File: config.mk
export PLATFORM = sky130hd
export DESIGN_NAME = led_sequencer
export DESIGN_NICKNAME = d
export VERILOG_FILES = /design/src/rtl/led_sequencer_pkg.sv /design/src/rtl/led_prescaler.sv /design/src/rtl/led_sequencer.sv
export SDC_FILE = /design/constraint.sdc
export NUM_CORES = 1
export LEC_CHECK = 0
export ABC_AREA = 1
export CAP_MARGIN = 25
export CORE_AREA = 2 2 75 77
export DETAILED_ROUTE_END_ITERATION = 8
export DIE_AREA = 0 0 77 79
export PLACE_DENSITY = 0.82
export SLEW_MARGIN = 40
export SYNTH_ARGS = -nofsm -noshare
export SYNTH_HDL_FRONTEND = slang
export SYNTH_SLANG_ARGS = --single-unit
File: constraint.sdc
create_clock -name clk -period 1.6 [get_ports clk]
set_input_delay 0.32 -clock clk [delete_from_list [all_inputs] [get_ports clk]]
set_output_delay 0.32 -clock clk [all_outputs]
set_load 0.01 [all_outputs]
File: src/rtl/led_sequencer_pkg.sv
// rtl/led_sequencer_pkg.sv - mode encodings and bounce direction type for led_sequencer
package led_sequencer_pkg;

  localparam logic [1:0] MODE_ROR    = 2'b00;
  localparam logic [1:0] MODE_ROL    = 2'b01;
  localparam logic [1:0] MODE_BOUNCE = 2'b10;
  localparam logic [1:0] MODE_COUNT  = 2'b11;

  typedef enum logic {
    DIR_LEFT  = 1'b0,
    DIR_RIGHT = 1'b1
  } dir_t;

endpackage

File: src/rtl/led_prescaler.sv
// rtl/led_prescaler.sv - free-run divider with single-step override, one step strobe out
module led_prescaler #(
  parameter int DIV_W = 25
) (
  input  logic             clk,
  input  logic             rst,
  input  logic             en,
  input  logic [DIV_W-1:0] div,
  input  logic             step_req,
  output logic             step
);

  localparam logic [DIV_W-1:0] CNT_ONE = 1;

  logic [DIV_W-1:0] cnt;

  // Compare with >= so a div lowered below cnt steps at once instead of wrapping.
  assign step = en ? (cnt >= div) : step_req;

  always_ff @(posedge clk) begin
    if (rst) begin
      cnt <= '0;
    end else if (en) begin
      if (cnt >= div) cnt <= '0;
      else            cnt <= cnt + CNT_ONE;
    end
  end

endmodule

File: src/rtl/led_sequencer.sv
// rtl/led_sequencer.sv - LED pattern sequencer (rotate/bounce/count); LED_SEQUENCER_PWM_EN adds brightness PWM
module led_sequencer
  import led_sequencer_pkg::*;
#(
  parameter int N_LEDS = 4,
  parameter int DIV_W  = 25,
  parameter int PWM_W  = 4
) (
  input  logic              clk,
  input  logic              rst,
  input  logic              en,
  input  logic [1:0]        mode,
  input  logic [DIV_W-1:0]  div,
  input  logic              step_req,
`ifdef LED_SEQUENCER_PWM_EN
  input  logic [PWM_W-1:0]  brightness,
`endif
  output logic [N_LEDS-1:0] leds,
  output logic              tick
);

  localparam logic [N_LEDS-1:0] PAT_ONE = 1;

  logic              step;
  logic [N_LEDS-1:0] pattern, pattern_next;
  dir_t              dir, dir_next;

  led_prescaler #(.DIV_W(DIV_W)) u_prescaler (
    .clk      (clk),
    .rst      (rst),
    .en       (en),
    .div      (div),
    .step_req (step_req),
    .step     (step)
  );

  always_ff @(posedge clk) begin
    if (rst) begin
      pattern <= PAT_ONE;
      dir     <= DIR_LEFT;
      tick    <= 1'b0;
    end else begin
      pattern <= pattern_next;
      dir     <= dir_next;
      tick    <= step;
    end
  end

  always_comb begin
    pattern_next = pattern;
    dir_next     = dir;
    if (step) begin
      // An all-zero pattern would freeze the shifting modes, so reseed it.
      if (mode != MODE_COUNT && pattern == '0) begin
        pattern_next = PAT_ONE;
      end else begin
        case (mode)
          MODE_ROR: pattern_next = {pattern[0], pattern[N_LEDS-1:1]};
          MODE_ROL: pattern_next = {pattern[N_LEDS-2:0], pattern[N_LEDS-1]};
          MODE_BOUNCE: begin
            if (dir == DIR_LEFT) begin
              if (pattern[N_LEDS-1]) begin
                dir_next     = DIR_RIGHT;
                pattern_next = pattern >> 1;
              end else begin
                pattern_next = pattern << 1;
              end
            end else begin
              if (pattern[0]) begin
                dir_next     = DIR_LEFT;
                pattern_next = pattern << 1;
              end else begin
                pattern_next = pattern >> 1;
              end
            end
          end
          default: pattern_next = pattern + PAT_ONE;
        endcase
      end
    end
  end

`ifdef LED_SEQUENCER_PWM_EN
  localparam logic [PWM_W-1:0] PWM_ONE = 1;

  logic [PWM_W-1:0] pwm_cnt;

  always_ff @(posedge clk) begin
    if (rst) pwm_cnt <= '0;
    else     pwm_cnt <= pwm_cnt + PWM_ONE;
  end

  assign leds = (pwm_cnt < brightness) ? pattern : '0;
`else
  assign leds = pattern;
`endif

endmodule
### Word level (Yosys, flattened, before mapping)

Index checks and enable logic that the tools add are counted.

* register bits after elaboration: 31
* bits of input ports: 31
* output and inout port bits: 5
* logic and storage cells: 25

* eq/ne operators: 3
* reductions and logical operators: 4
* order comparisons: 1
* bitwise operators: 1
* multiplexer cells: 10
* add/subtract/negate cells: 2

Operators by type and width (count)
* adder 25 x 1 -> 25 bit, second input constant: 1
* >= comparator 25 bit: 1
* two-way mux 25 bit: 1
* two-way mux 4 bit: 4
* case mux 4 bit (3 select lines): 1
* adder 4 x 1 -> 4 bit, second input constant: 1
* logical NOT 4 bit: 1
* two-way mux 1 bit: 4
* AND reduction 3 bit: 1
* == test 2 x 1 -> 1 bit, second input constant: 1
* == test 2 bit, second input constant: 1
* logical NOT 2 bit: 1
* != test 2 bit, second input constant: 1
* logical AND 1 bit: 1
* inverter 1 bit: 1

### Logic depth before layout (Yosys ltp)

Gate-level depths: netlist (run 1).

* depth after elaboration: 4
* gate-level depth with buffers: 16
* gate-level depth less buffers: 16

### Hierarchy

Synthesis (run 1) repeated with hierarchy kept, for this count alone.

* cell total of the unflattened synthesis: 390
* area, all modules: 2532.4 µm²

By module, submodules not included
* led_prescaler: instances 1, cells an instance 304, area an instance 2021.9 µm², seq. area each 500.5 µm²
* led_sequencer: instances 1, cells an instance 86, area an instance 510.5 µm², seq. area each 120.1 µm²

### Least setup slack after synthesis (run 1)

Ideal clock, no wire load.

* kind: register to register
* from: reg u_prescaler.cnt[12]
* to: reg dir
* setup slack: -86 ps
* setup time: 110 ps
* period minus slack after synthesis: 1686 ps
* buffers on the path: 0
* cell stages (with the launch flop): 13
* required time: 1490 ps
* arrival time: 1576 ps
* cell sequence: dfxtp_1 -> ha_1 -> a21o_1 -> o21bai_1 -> nand2_1 -> nand2_1 -> nand3_2 -> nand2_4 -> nand2_2 -> nand3_1 -> nand2_1 -> inv_1 -> nor2_2

* word-level cells in the longest chain between the ends: 3

Ends and longest elaborated chain
* start: declaration: RTL line led_prescaler.sv:15 `logic [DIV_W-1:0] cnt;`
* start signal: assignment: RTL line led_prescaler.sv:25 `else cnt <= cnt + CNT_ONE;`
* >= comparator 25 bit: RTL line led_prescaler.sv:18 `assign step = en ? (cnt >= div) : step_req;`
* two-way mux 1 bit: RTL line led_prescaler.sv:18
* AND reduction 3 bit (no line)
* end signal: assignment: RTL line led_sequencer.sv:44 `dir <= dir_next;`
* end: declaration: RTL line led_sequencer.sv:26 `dir_t dir, dir_next;`

No other way between the ends.
A chain may end at the register's enable or synchronous reset.

### Final worst setup path (run 1)

* from: reg u_prescaler.cnt[24]
* to: reg u_prescaler.cnt[23]

* word-level cells in the longest chain between the ends: 2

Ends and longest elaborated chain
* >= comparator 25 bit: RTL line led_prescaler.sv:24 `if (cnt >= div) cnt <= '0;`
* two-way mux 25 bit: RTL line led_prescaler.sv:24

No other way between the ends.

==> results.md, run 1 <==
- Cell area after synthesis: roughly 2500 um2
- Antenna violations before repair: 0
- DRT Pass-1 Iters: 7
- CP Capture Type: register
- Worst skew pair latency: 0.29 ns
- Final Hold Vio Count: 0
- Critical path class: register to register
- 1st-iter DRT viols: 180
- # diodes: 0
- Worst Setup Start Kind: register
- Cts hold-fix bufs: 0
- Synthesized flop and latch total: 31
- Slew Limit Fails: 0
- Number of synthesized flops with an enable pin: 0
- Syn Nets: 403
- Area delta synth->final: 65.04%
- First-pass GRT wire length: around 13000 um
- Final Skew: 0.008076 ns
- RSZ-0062 raised after global routing: true
- Commonest non-fill, non-tap cells in the layout: buf_4, nand2_1, inv_1, nor2_2, inv_2
- CP max FO: 6
- Maximum Capacitance Violations: 0
- Max clock buf depth: 2
- Die width: between 70 and 80 um
- Status: finished with violations
- TritonCTS clock tree: done
- Final cell count without fillers: roughly 500
- Share of post-route cells with drive strength above 1: 53.41%
- Clk sink count: 31
- Final Worst Setup Slack: -0.2518 ns
- Mean post-synth cell area: 7.252 um2
- Peak supply drop: approximately 530 uV
- Power density over cell area: about 460 nW/um2
- Worst hold path depth: 2
- Worst reg2reg setup slack: -0.25 ns
- Vias in the first global route: around 2800
- Final ANT Viol Nets: 0
- Commonest non-fill, non-tap cell in the layout: buf_4
- Final wirelength: about 8500 um
- Fmax: 0.5400 GHz
- Number of CTS-inserted buffers: 5
- Worst relative slew slack: roughly 60%
- Die area: about 6100 um2
- Rows: 27
- Slew @ Worst Pin: between 0.5 and 0.6 ns
- Worst-case reg-to-reg path depth: 11
- Num ports: 36
- Die height: 79 um
- Syn Inst Count: between 300 and 400
- Overflow after GRT: 0
- WL/cell: roughly 17 um
- Failing checks: negative setup slack
- DRC Markers: 0
- Core area: 5338 um2
- Leakage: ~1.8 nW
- Period utilisation layout: 115.7%
- Min Tclk post-route: about 1.9 ns
- Count of input and output buffers: 35
- Unique masters post-synth: 37
- Placed Cells: between 400 and 500
- CTS root buf: clkbuf_8
- CP arrival: 2.03 ns
- DP Wirelength: just under 5000 um
- Routability cong.: ~0.84
- Pin count of the biggest net entering global routing: 13
- H-tree depth: 2
- Final setup vio count: 31
- Ys async rst share: 0%
- Synth Flop Type: dfxtp_1
- Hold Path Class: register to register
- Via count: roughly 2800
- Required time worst endpoint: about 1.8 ns
- GRT Total Usage: 26.65%
- Tot Pwr: approximately 1.9 mW
- Nets: between 400 and 500
- Yosys warns: 0
- Initial Util: a little under half
- Vias per cell: approximately 5.4
- Clock transition at the registers of the reported paths: about 0.07 ns
- Register area share after synthesis: about a quarter
[final cells by class]
type	count	area, um2
inverters	59	227.7
clock buffers	8	100.1
multi-input cells	252	2282
well taps	72	90.09
fillers	350	1232
flip-flops and latches	31	649.4
repair buffers	90	755.7
[Yosys cell counts, drive strengths merged (2+ instances only)]
cell	n	area share, %
nor2	50	9.4
a21o	3	0.91
xnor2	7	2.5
xor2	12	4.2
inv	58	8.8
nand4	8	2.9
o21ai	11	2.2
ha	29	15
a21oi	17	3.4
nand3	18	4.4
nand3b	3	0.91
buf	3	1.2
o211ai	2	0.60
dfxtp	31	25
nor4	4	2.5
nor3	7	2.3
nand2	72	12
o311ai	2	0.70
[critical path, stage by stage (launching register included)]
cell and delay, ns:
dfxtp_2 0.34, ha_4 0.28, nand2_4 0.08, nor2_4 0.11, nand2_2 0.07, nor3_2 0.21, nand2_2 0.12, nand3_4 0.12
nand2_8 0.09, buf_12 0.15, nand2_8 0.10, nor2_2 0.05
[metrics by stage]
stage | setup TNS [ns] | instance area (um2) | hold WS [ns] | utilization (%) | setup slack [ns]
after floorplan | -0.1373 | 2620 | 0.3891 | - | -0.01650
after global placement | -21.89 | 3402 | 0.4977 | 63.74 | -0.7440
after detailed placement | -22.25 | 3402 | 0.5156 | 63.74 | -0.7643
after CTS | -3.137 | 3911 | 0.5235 | 73.28 | -0.1640
after global routing | -8.650 | 4105 | 0.5424 | 76.91 | -0.3441
final | -6.380 | 4105 | 0.5174 | 76.91 | -0.2518
[layer usage]
layer / part of all wire (%) / routed length (um) / track usage, % / vias up
li1: - / - / - / 1298
met5: 0 / 0 / 0 / -
met1: 37 / 3161 / 27.36 / 1297
met3: 5.1 / 439 / 5.114 / 49
met4: 6.0 / 512 / 13.93 / 0
met2: 52 / 4426 / 51.23 / 146
[path summary, 6_finish.rpt]
check | startpoint | to
setup / recovery | u_prescaler.cnt[24]$_SDFFE_PP0P_ | u_prescaler.cnt[23]$_SDFFE_PP0P_
setup reg to reg | u_prescaler.cnt[24]$_SDFFE_PP0P_ | u_prescaler.cnt[23]$_SDFFE_PP0P_
hold reg to reg | leds[1]$_SDFFE_PP0P_ | leds[1]$_SDFFE_PP0P_
hold / removal | leds[1]$_SDFFE_PP0P_ | leds[1]$_SDFFE_PP0P_
[report_power, final]
| part | leakage, nW | internal (mW) | switching (mW) | total (mW) |
|---|---|---|---|---|
| sequential | 0.262 | 0.783 | 0.0152 | 0.798 |
| combinational | 1.46 | 0.178 | 0.205 | 0.382 |
| clock | 0.0515 | 0.393 | 0.322 | 0.715 |
| total | 1.77 | 1.35 | 0.542 | 1.90 |
[cell families (layout without fill, tap and decap cells)]
group,count (synthesis),in the layout,synth area share (%)
simple gates,163,165,34.51
buf+inv,62,157,10.16
compound gates,39,39,9.105
flops,31,31,24.95
fa+ha+maj,29,29,14.59
xor+xnor,19,19,6.690
[registers in the layout (all words and copies together) (netlist names)]
register	cells
dir	1
tick	1
leds	4
u_prescaler.cnt	25
[repair_timing]
| action | CTS | global route |
|---|---|---|
| cloned | 1 | 1 |
| buffers inserted | 3 | 2 |
| resized for setup | 115 | 43 |
| endpoints found under the setup margin | 33 | 32 |
| pin swaps | 58 | 20 |
Note: power is estimated with default switching activity, not from simulation.
==> run 2: changes to the inputs <==
CAP_MARGIN = 0   (was 25)
==> results of run 2 <==
Final layout, timing and power as in run 1 (identical DEF).
==> run 3: changes to the inputs <==
CORE_AREA = 2 2 103 105   (was 2 2 75 77)
DIE_AREA = 0 0 105 107   (was 0 0 77 79)
PLACE_DENSITY = 0.44   (was 0.82)
==> results.md, run 3 (synthesized netlist as in run 1, its figures left out) <==
- Status: finished with violations
- Failing checks: negative setup slack
- Count of input and output buffers: 35 (unchanged)
- Share of post-route cells with drive strength above 1: 51.45% (-2.0 points)
- Max clock buf depth: 2 (unchanged)
- Vias per cell: 4.298 (-21%)
- Clock transition at the registers of the reported paths: 0.07 ns (about the same)
- Via count: 2506 (-10%)
- Maximum Capacitance Violations: 0 (unchanged)
- Period utilisation layout: 119.4% (+3.6 points)
- Max stage delay on crit path: 0.34 ns (about the same)
- Setup crit start: u_prescaler.cnt[15]$_SDFFE_PP0P_
- Power density over cell area: 475.1 nW/um2 (+2.9%)
- Area delta synth->final: 69.47%
- Worst hold slack: 0.5400 ns (+0.02258 ns)
- Gate power share: 20.0% (-0.2 points)
- Final Skew: 0.003956 ns (-0.004120 ns)
- Crit path buf inv count: 3 (+2)
- Kind of cell adding the most delay to the critical path: simple AND/OR/NAND/NOR gates
- Commonest non-fill, non-tap cell in the layout: buf_4
- CP Capture Type: register
- Worst Setup Start Kind: register
- Top reg by flops: u_prescaler.cnt
- CP max FO: 7 (+1)
- Setup TNS: -7.886 ns (-1.505 ns)
- Final setup vio count: 31 (unchanged)
- Worst relative slew slack: 79.02% (+19 points)
- Final wirelength: 7005 um (-18%)
- Final cell count without fillers: 583 (+14%)
- Required time worst endpoint: 1.78 ns (about the same)
- Vias in the first global route: 2653 (-4.7%)
- Number of flip-flops in the largest register: 25 (unchanged)
- Overflow after GRT: 0 (unchanged)
- CP arrival: 2.09 ns (+0.06 ns)
- Clk sink count: 31 (unchanged)
- Placed Cells: 568 (+14%)
- Leakage: 1.840 nW (+4.0%)
- GRT Total Usage: 13.30% (-13 points)
- Final ANT Viol Nets: 0 (unchanged)
- 1st-iter DRT viols: 120 (-33%)
- Initial Util: 24.65% (-22 points)
- Critical path class: register to register
- Nets: 506 (+1.4%)
- DRC Markers: 0 (unchanged)
- Worst skew pair latency: 0.28 ns (about the same)
- Clk pwr share: 40.4% (+2.7 points)
- Fmax: 0.5236 GHz (-3.0%)
- Critical path's slowest cell: dfxtp_2
- Die height: 107 um (+35%)
- TritonCTS clock tree: done
- First-pass GRT wire length: 12240 um (-4.4%)
- Int Pwr: 1.493 mW (+10%)
- Peak supply drop: 266.3 uV (-50%)
- Core area: 10090 um2 (+89%)
- Routability cong.: 0.8460 (+0.18%)
- Antenna violations before repair: 0 (unchanged)
- Sw Ratio: 25.43% (-3.2 points)
- Reg power frac: 39.7% (-2.4 points)
- Pin count of the biggest net entering global routing: 11 (-2)
- Slew Limit Fails: 0 (unchanged)
- DP Wirelength: 5406 um (+11%)
- Min Tclk post-route: 1.910 ns (+0.05793 ns)
- Num ports: 36 (unchanged)
- # diodes: 0 (unchanged)
- Worst r2r src: u_prescaler.cnt[15]$_SDFFE_PP0P_
- Slew @ Worst Pin: 0.3108 ns (-0.2818 ns)
- H-tree depth: 2 (unchanged)
- Critical-path cell list: ha_4 > nand4_1 > buf_4 > nor3_4 > nand2_2 > nand3_4 > nand2_4 > nand2_8 > buf_12 > buf_12 > nor2_1
- Commonest non-fill, non-tap cells in the layout: buf_4, nand2_1, inv_1, nor2_2, dlygate4sd2_1
- Number of CTS-inserted buffers: 5 (unchanged)
- Cell seen most often among critical-path stages: buf_12
- Final Worst Setup Slack: -0.3097 ns (-0.05793 ns)
- Final Hold Vio Count: 0 (unchanged)
- RSZ-0062 raised after global routing: true
- NetSw: 0.5093 mW (-6.1%)
- Die area: 11240 um2 (+85%)
- Hold Path Class: register to register
- Rows: 37 (+37%)
- CTS root buf: clkbuf_8
- Die width: 105 um (+36%)
- Hold_sp: leds[2]$_SDFFE_PP0P_
- WL/cell: 12.02 um (-28%)
- Final instance area: 4215 um2 (+2.7%)
- DRT Pass-1 Iters: 4 (-3)
- Dpl cell area: 3560 um2 (+4.6%)
[run 3: cell count changes in the layout (fill, tap and decap cells not counted), moves of 4 or more]
cell | before | now
buf_4 | 51 | 57
nor2_1 | 11 | 17
nor2_4 | 12 | 6
nand2_2 | 14 | 19
nand2_8 | 5 | 1
[run 3: worst min-delay path, cell delays in order (launching register included)]
cell	delay [ns]
dfxtp_2	0.35
nand3_1	0.10
a21oi_2	0.05
[run 3: power groups by stage]
stage | sequential [mW] | combinational, mW | clock [mW]
2_1_floorplan | 0.812 | 0.146 | 0
3_3_place_gp | 0.811 | 0.315 | 0
3_5_place_dp | 0.810 | 0.317 | 0
4_1_cts | 0.794 | 0.398 | 0.839
5_1_grt | 0.795 | 0.444 | 0.866
6_report | 0.795 | 0.400 | 0.808
[run 3: worst paths after layout]
kind | end | slack [ns] | depth (start not counted)
worst max-delay path | u_prescaler.cnt[15]$_SDFFE_PP0P_ | -0.31 | 11
worst min-delay path | leds[2]$_SDFFE_PP0P_ | 0.54 | 2
worst max register to register | u_prescaler.cnt[15]$_SDFFE_PP0P_ | -0.31 | 11
worst min register to register | leds[2]$_SDFFE_PP0P_ | 0.54 | 2
[run 3: metrics by stage]
stage	setup slack, ns	total power [mW]	utilization [%]
6_report	-0.3097	2.003	41.77
3_5_place_dp	-0.8396	1.127	35.27
3_3_place_gp	-0.8748	1.126	35.27
5_1_grt	-0.3788	2.106	41.77
2_1_floorplan	-0.01650	0.9580	-
4_1_cts	-0.2702	2.031	41.17
[run 3: timing repair]
action,CTS,global route
gates resized for setup,117,16
gates cloned,2,0
setup endpoints to repair,34,33
buffers inserted,4,1
pin swaps,58,4
hold buffers,0,0
[run 3: area by class of cell]
type                            count  area [um2]
Sequential cell                    31       645.6
Clock inverter                      2       35.03
Inverter                           59       227.7
Timing Repair Buffer               99       898.4
Multi-Input combinational cell    250        2156
Tap cell                          136       170.2
Clock buffer                        6       82.58
Fill cell                        1095        5877
[run 3: metal layers]
layer / global-route usage, % / part of all wire (%)
met2: 22.91 / 48
met5: 0 / 0
met3: 2.310 / 2.8
met4: 4.095 / 1.8
met1: 16.91 / 47
